**config.mk**
```make
export PLATFORM = sky130hd
export DESIGN_NAME = adder_pipe
export DESIGN_NICKNAME = d
export VERILOG_FILES = /design/src/rtl/adder_pipe_pkg.sv /design/src/rtl/adder_pipe_stage.sv /design/src/rtl/adder_pipe.sv
export SDC_FILE = /design/constraint.sdc
export NUM_CORES = 1
export LEC_CHECK = 0
export ABC_CLOCK_PERIOD_IN_PS = 2600
export BUFFER_PORTS_ARGS = -buffer_cell sky130_fd_sc_hd__buf_2
export CAP_MARGIN = 10
export CORE_ASPECT_RATIO = 0.5
export CORE_MARGIN = 2
export CORE_UTILIZATION = 33
export DETAILED_ROUTE_END_ITERATION = 7
export HOLD_SLACK_MARGIN = 0.12
export PLACE_DENSITY_LB_ADDON = 0.12
export SLEW_MARGIN = 20
export SYNTH_ARGS = -nofsm -noshare
export SYNTH_HDL_FRONTEND = slang
export SYNTH_SLANG_ARGS = --single-unit
```
**constraint.sdc**
```tcl
create_clock -name clk -period 2.6 [get_ports clk]
set_clock_uncertainty 0.2 [all_clocks]
set_input_delay 0.26 -clock clk [delete_from_list [all_inputs] [get_ports clk]]
set_output_delay 0.26 -clock clk [all_outputs]
set_load 0.03 [all_outputs]
```
**src/rtl/adder_pipe_pkg.sv**
```systemverilog
// Shared operation encoding and the {flag, c} arithmetic reference used by the
// adder pipeline and its testbench.
package adder_pipe_pkg;

    typedef enum logic [1:0] {
        OP_ADD     = 2'd0,
        OP_SUB     = 2'd1,
        OP_ADD_SAT = 2'd2,
        OP_SUB_SAT = 2'd3
    } op_e;

    localparam int MAX_W = 32;
    typedef logic [MAX_W:0] wide_t;

    // Result packs flag into bit MAX_W and the width-bit result into the low bits.
    function automatic wide_t compute(input logic [MAX_W-1:0] a,
                                      input logic [MAX_W-1:0] b,
                                      input op_e              op,
                                      input int               width);
        wide_t mask_s;
        wide_t sum_s;
        wide_t diff_s;
        wide_t res_s;
        logic  carry_s;
        logic  borrow_s;
        logic  flag_s;
        mask_s   = ({{MAX_W{1'b0}}, 1'b1} << width) - {{MAX_W{1'b0}}, 1'b1};
        sum_s    = {1'b0, a} + {1'b0, b};
        diff_s   = ({1'b0, a} - {1'b0, b}) & mask_s;
        carry_s  = |(sum_s & ~mask_s);
        borrow_s = (a < b);
        case (op)
            OP_ADD: begin
                res_s  = sum_s & mask_s;
                flag_s = carry_s;
            end
            OP_SUB: begin
                res_s  = diff_s;
                flag_s = borrow_s;
            end
            OP_ADD_SAT: begin
                res_s  = carry_s ? mask_s : sum_s;
                flag_s = carry_s;
            end
            OP_SUB_SAT: begin
                res_s  = borrow_s ? {(MAX_W+1){1'b0}} : diff_s;
                flag_s = borrow_s;
            end
            default: begin
                res_s  = {(MAX_W+1){1'b0}};
                flag_s = 1'b0;
            end
        endcase
        return {flag_s, res_s[MAX_W-1:0]};
    endfunction

endpackage

```
**src/rtl/adder_pipe_stage.sv**
```systemverilog
// One elastic register slot: holds {valid, data} and accepts new content
// whenever it is empty or its current content leaves this cycle.
module adder_pipe_stage #(
    parameter int DATA_W = 9
) (
    input  logic              clk,
    input  logic              reset,
    input  logic              up_valid,
    output logic              up_ready,
    input  logic [DATA_W-1:0] up_data,
    output logic              dn_valid,
    input  logic              dn_ready,
    output logic [DATA_W-1:0] dn_data
);

    logic              valid_r;
    logic [DATA_W-1:0] data_r;

    assign up_ready = !valid_r || dn_ready;
    assign dn_valid = valid_r;
    assign dn_data  = data_r;

    // Slot register; data only moves on a real transfer so a stalled result holds.
    always_ff @(posedge clk) begin
        if (reset) begin
            valid_r <= 1'b0;
            data_r  <= {DATA_W{1'b0}};
        end else if (up_ready) begin
            valid_r <= up_valid;
            if (up_valid) begin
                data_r <= up_data;
            end
        end
    end

endmodule

```
**src/rtl/adder_pipe.sv**
```systemverilog
// Elastic add/subtract pipeline with optional saturation, valid/ready on both
// sides and a running count of delivered results.
module adder_pipe
    import adder_pipe_pkg::*;
#(
    parameter int WIDTH   = 8,
    parameter int LATENCY = 2,
    parameter int CNT_W   = 16
) (
    input  logic             clk,
    input  logic             reset,
    input  logic             in_valid,
    output logic             in_ready,
    input  logic [WIDTH-1:0] a,
    input  logic [WIDTH-1:0] b,
    input  logic [1:0]       op,
    output logic             out_valid,
    input  logic             out_ready,
    output logic [WIDTH-1:0] c,
    output logic             flag,
    output logic [CNT_W-1:0] txn_count
);

    localparam int DATA_W = WIDTH + 1;

    wide_t             result_s;
    logic [DATA_W-1:0] stage0_data_s;
    logic              unused_s;

    // All arithmetic happens ahead of the first slot; later slots only carry data.
    always_comb begin
        result_s      = compute(MAX_W'(a), MAX_W'(b), op_e'(op), WIDTH);
        stage0_data_s = {result_s[MAX_W], result_s[WIDTH-1:0]};
    end

    assign unused_s = ^result_s;

    for (genvar i = 0; i < LATENCY; i++) begin : g_stage
        logic              up_valid_s;
        logic              up_ready_s;
        logic              dn_valid_s;
        logic              dn_ready_s;
        logic [DATA_W-1:0] up_data_s;
        logic [DATA_W-1:0] dn_data_s;

        if (i == 0) begin : g_head
            assign up_valid_s = in_valid;
            assign up_data_s  = stage0_data_s;
        end else begin : g_body
            assign up_valid_s = g_stage[i-1].dn_valid_s;
            assign up_data_s  = g_stage[i-1].dn_data_s;
        end

        // Ready ripples back from the consumer so a full pipe still streams.
        if (i == LATENCY - 1) begin : g_tail
            assign dn_ready_s = out_ready;
        end else begin : g_mid
            assign dn_ready_s = g_stage[i+1].up_ready_s;
        end

        adder_pipe_stage #(
            .DATA_W (DATA_W)
        ) u_stage (
            .clk      (clk),
            .reset    (reset),
            .up_valid (up_valid_s),
            .up_ready (up_ready_s),
            .up_data  (up_data_s),
            .dn_valid (dn_valid_s),
            .dn_ready (dn_ready_s),
            .dn_data  (dn_data_s)
        );
    end

    assign in_ready    = g_stage[0].up_ready_s;
    assign out_valid   = g_stage[LATENCY-1].dn_valid_s;
    assign {flag, c}   = g_stage[LATENCY-1].dn_data_s;

    // Delivered-result counter, wraps silently at 2^CNT_W.
    always_ff @(posedge clk) begin
        if (reset) begin
            txn_count <= {CNT_W{1'b0}};
        end else if (out_valid && out_ready) begin
            txn_count <= txn_count + {{(CNT_W-1){1'b0}}, 1'b1};
        end
    end

endmodule

```
==> results.md <==
Yosys:
- The cell count after synthesis is 277.
- Among all flip-flop cells after synthesis, the most frequent one is sky130_fd_sc_hd__dfxtp_1.
- After synthesis, the cell types taking the most area are sky130_fd_sc_hd__dfxtp_1 32%, sky130_fd_sc_hd__ha_1 10%, sky130_fd_sc_hd__nor2_1 6.9%.
- Ranked by instance count, the synthesized netlist is headed by 41 x sky130_fd_sc_hd__nor2_1, 36 x sky130_fd_sc_hd__dfxtp_1, 21 x sky130_fd_sc_hd__a21oi_1.
- The share of Yosys cell area claimed by the top area cell type is 0.3241.
- The summed instance area of the synthesized netlist is 2223 sq um.
- The register area share after synthesis is 0.3241.
- In the post-synthesis netlist, the cell with the most instances is sky130_fd_sc_hd__nor2_1.
- The synthesized design contains 0 enable-type register cells.
- The register bit total from synthesis is 36.
- The count of different cell masters after synthesis is 51.
- The Yosys step of the flow raised 0 warnings.
- The total nets after synthesis is 319.
- The average instance area after synthesis is 8.027 sq um.
- The dominant cell type by area after synthesis is sky130_fd_sc_hd__dfxtp_1.
- The proportion of synthesized flip-flops having asynchronous set or reset is 0.

Worst setup path:
- The number of cell instances on the worst register-to-register path is 6.
- For the worst setup path, the data required time is 2.61 ns.
- In this run the critical register-to-register path is captured at txn_count[15].
- The beginning of the critical path is a[0].
- The data arrival time at the worst-slack endpoint is 2.41 ns.
- Of all nets on the critical path, the largest fanout is 3.
- The endpoint kind of the worst setup timing path is a flip-flop.
- The worst setup path is launched from an input pin.
- In this run the critical register-to-register path is launched from g_stage[1].u_stage.dn_valid.
- For flop-to-flop paths, the worst setup slack is 0.62 ns.
- The capture point of the critical path is g_stage[0].u_stage.dn_data[6].
- The critical setup path kind is in2reg.

Clock network:
- Buffers inserted to repair hold after CTS numbered 1.
- The insertion delay of the later-clocked pin in the worst-skew pair is 0.27 ns.
- Post-CTS repair changed the size of 0 cells.
- The buffer type at the clock tree root is sky130_fd_sc_hd__clkbuf_16.
- The CTS tree is yes.
- The maximum buffer depth of the clock tree is 2.
- After clock tree synthesis, the setup repair step added 0 buffers.
- In this run, CTS created clock tree buffers numbering 5.
- The clock drives 36 sinks.
- The clock input transition at the sequential cells of the worst setup and hold paths is 0.05 ns.
- The H-tree was split into 2 levels.

Global route:
- The residual overflow from global routing is 0.
- The number of global-route vias before repair came to 1853.
- The overall fraction of global-route tracks in use is 0.1427.
- The maximum number of pins on one net before global-route repair is 37.
- The first global-routing pass estimated 8.404 mm of wire.
- The initial antenna violation count was 0.

Die:
- The die covers 7450 sq um.
- The starting density of the core is 0.3371.
- The floorplan die width is 120.1 um.
- Pin placement for this block handled 49 I/O pins.
- The floorplan step defined a core boundary enclosing 6595 sq um.
- The die height is 62.04 um.
- The floorplan has 21 rows.

Drt:
- Before antenna repair, the detailed router went through 5 iterations.
- Using the TritonRoute via totals, the vias-per-cell ratio works out to 4.826.
- The detailed router finished its first iteration with 71 violations.
- The detail route stage leaves a number of antenna-violating nets equal to 0.
- The aggregate routed wire length is 5.000 mm.
- The detailed-route DRC error count is 0.
- The detailed router placed 2056 vias in this run.
- The detailed-route wire length per cell is 11.74 um.

Pwr:
- Summed over all cells, the static leakage comes to 1.307 nW.
- The post-layout total power is 1.416 mW.
- The power density over the cells is 512.4 nW/um^2.
- Across the VDD grid, the largest voltage drop is 0.0002374 V.

STA:
- The maximum frequency from static timing analysis is 415.7 MHz.
- The share of the cycle needed by the critical path after routing is 0.9253.
- Setup repair after global routing left no endpoint under its margin.
- For the final routed database, the setup TNS stands at 0 ns.
- The number of hold violations in the final report was 0.
- The max-slew violation count is 0.
- For the pin with the worst max-slew slack, the measured transition is 0.6409 ns.
- The post-layout worst setup margin is 0.1942 ns.
- Measured against its own limit, the worst slew margin works out to 0.5727.
- The worst path needs 2.406 ns of the cycle, external delays included.
- Setup violations remaining at the end of the flow were counted as 0.
- The smallest hold slack is 0.1282 ns.

Final layout:
- Once layout is complete, the utilization of the core stands at 0.4189.
- The layout cell share with drive strength beyond 1 is 0.2096.
- The final antenna diode count is 0.
- Compared with the post-synthesis result, the final layout area differs by 24.25%.
- The net count of the finished layout is 378.
- The number of filler cells placed in the layout is 718.

Place:
- The detailed placer's ending HPWL is 4.011 mm.
- The weighted congestion at the end of routability-driven global placement is 0.8100.
- At the placement stage, the worst setup path has a slack of -0.08285 ns.
- The number of input and output port buffers inserted is 48.

Run:
- The count of max-cap constraint violations is 0.

Min path:
- The worst hold path belongs to the class in2reg.

Outcome:
- The flow ran to the end, and the final reports show no timing, DRC or antenna violations.
[layout by cell type (no fill, tap or decap), drive strengths merged, types with 2 or more instances in the layout]
master,count
nand2,15
xor2,11
a21o,2
xnor2,6
dfxtp,36
buf,59
nor2,41
a31oi,2
nor3,10
a311oi,3
nand3,9
mux2i,9
or3,3
fa,2
o21ai,15
ha,18
a211oi,5
a21oi,22
clkinv,2
or2,2
nand2b,6
inv,23
o21a,2
nand4,2
clkbuf,5
and3,4
[metal layers]
layer	part of all wire	up-vias	GRT usage	routed length, um
met1	0.51	944	0.1841	2531
met5	0	-	0	0
met3	0.036	6	0.02464	182
li1	-	1072	-	-
met2	0.45	34	0.2500	2227
met4	0.012	0	0.05042	58
[critical path: stages]
cell and delay [ns]:
sky130_fd_sc_hd__buf_2 0.09, sky130_fd_sc_hd__inv_1 0.05, sky130_fd_sc_hd__ha_1 0.21, sky130_fd_sc_hd__fa_1 0.39
sky130_fd_sc_hd__nand2b_1 0.21, sky130_fd_sc_hd__a211oi_2 0.25, sky130_fd_sc_hd__nor4b_1 0.10, sky130_fd_sc_hd__or3b_1 0.39
sky130_fd_sc_hd__a311o_1 0.36, sky130_fd_sc_hd__a21oi_2 0.09
[sequential cells by signal (all words and copies together), names as in the netlist]
name                      cells
txn_count                    16
g_stage.u_stage.dn_data      18
g_stage.u_stage.dn_valid      2
[metrics by stage]
| stage | cell area, sq um | std cells |
|---|---|---|
| floorplan | 2223 | 277 |
| global placement | 2628 | 420 |
| detailed placement | 2628 | 420 |
| CTS | 2763 | 426 |
| global route | 2763 | 426 |
| finish | 2763 | 426 |
[how the worst min path moves through the flow]
stage | slack, ns | endpoint | cells past startpoint | start
2_1_floorplan | 0.21 | g_stage[0].u_stage.dn_valid | 2 | in_valid
5_1_grt | 0.15 | txn_count[1] | 3 | out_ready
3_5_place_dp | 0.26 | g_stage[0].u_stage.dn_data[1] | 2 | g_stage[0].u_stage.dn_data[1]
3_3_place_gp | 0.25 | g_stage[0].u_stage.dn_data[1] | 2 | g_stage[0].u_stage.dn_data[1]
6_report | 0.13 | txn_count[1] | 3 | out_ready
4_1_cts | 0.13 | txn_count[1] | 3 | out_ready
[power by group]
group,leakage (nW),total (mW),switching [mW],internal (mW)
Sequential,0.293,0.588,0.0139,0.574
Combinational,0.952,0.296,0.169,0.127
Clock,0.0616,0.532,0.194,0.338
Total,1.31,1.42,0.377,1.04
[cell type report]
type	instances	area, sq um	share of cell area
Timing Repair Buffer	60	332.8	0.1205
Sequential cell	36	720.7	0.2609
Clock buffer	5	125.1	0.04529
Tap cell	92	115.1	0.04167
Inverter	25	95.09	0.03442
Multi-Input combinational cell	208	1374	0.4973
[cell families (layout without fill, tap and decap cells)]
family,Yosys count,in the layout,share of synthesized area
adders and majority gates,20,20,0.1193
AOI/OAI and AO/OA,62,62,0.1761
DFF,36,36,0.3241
xor gates and xnor gates,17,17,0.06697
buffers and inverters,33,90,0.05796
muxes,9,9,0.04052
and+or+nand+nor,100,100,0.2150
Note: power is estimated with default switching activity, not from simulation.
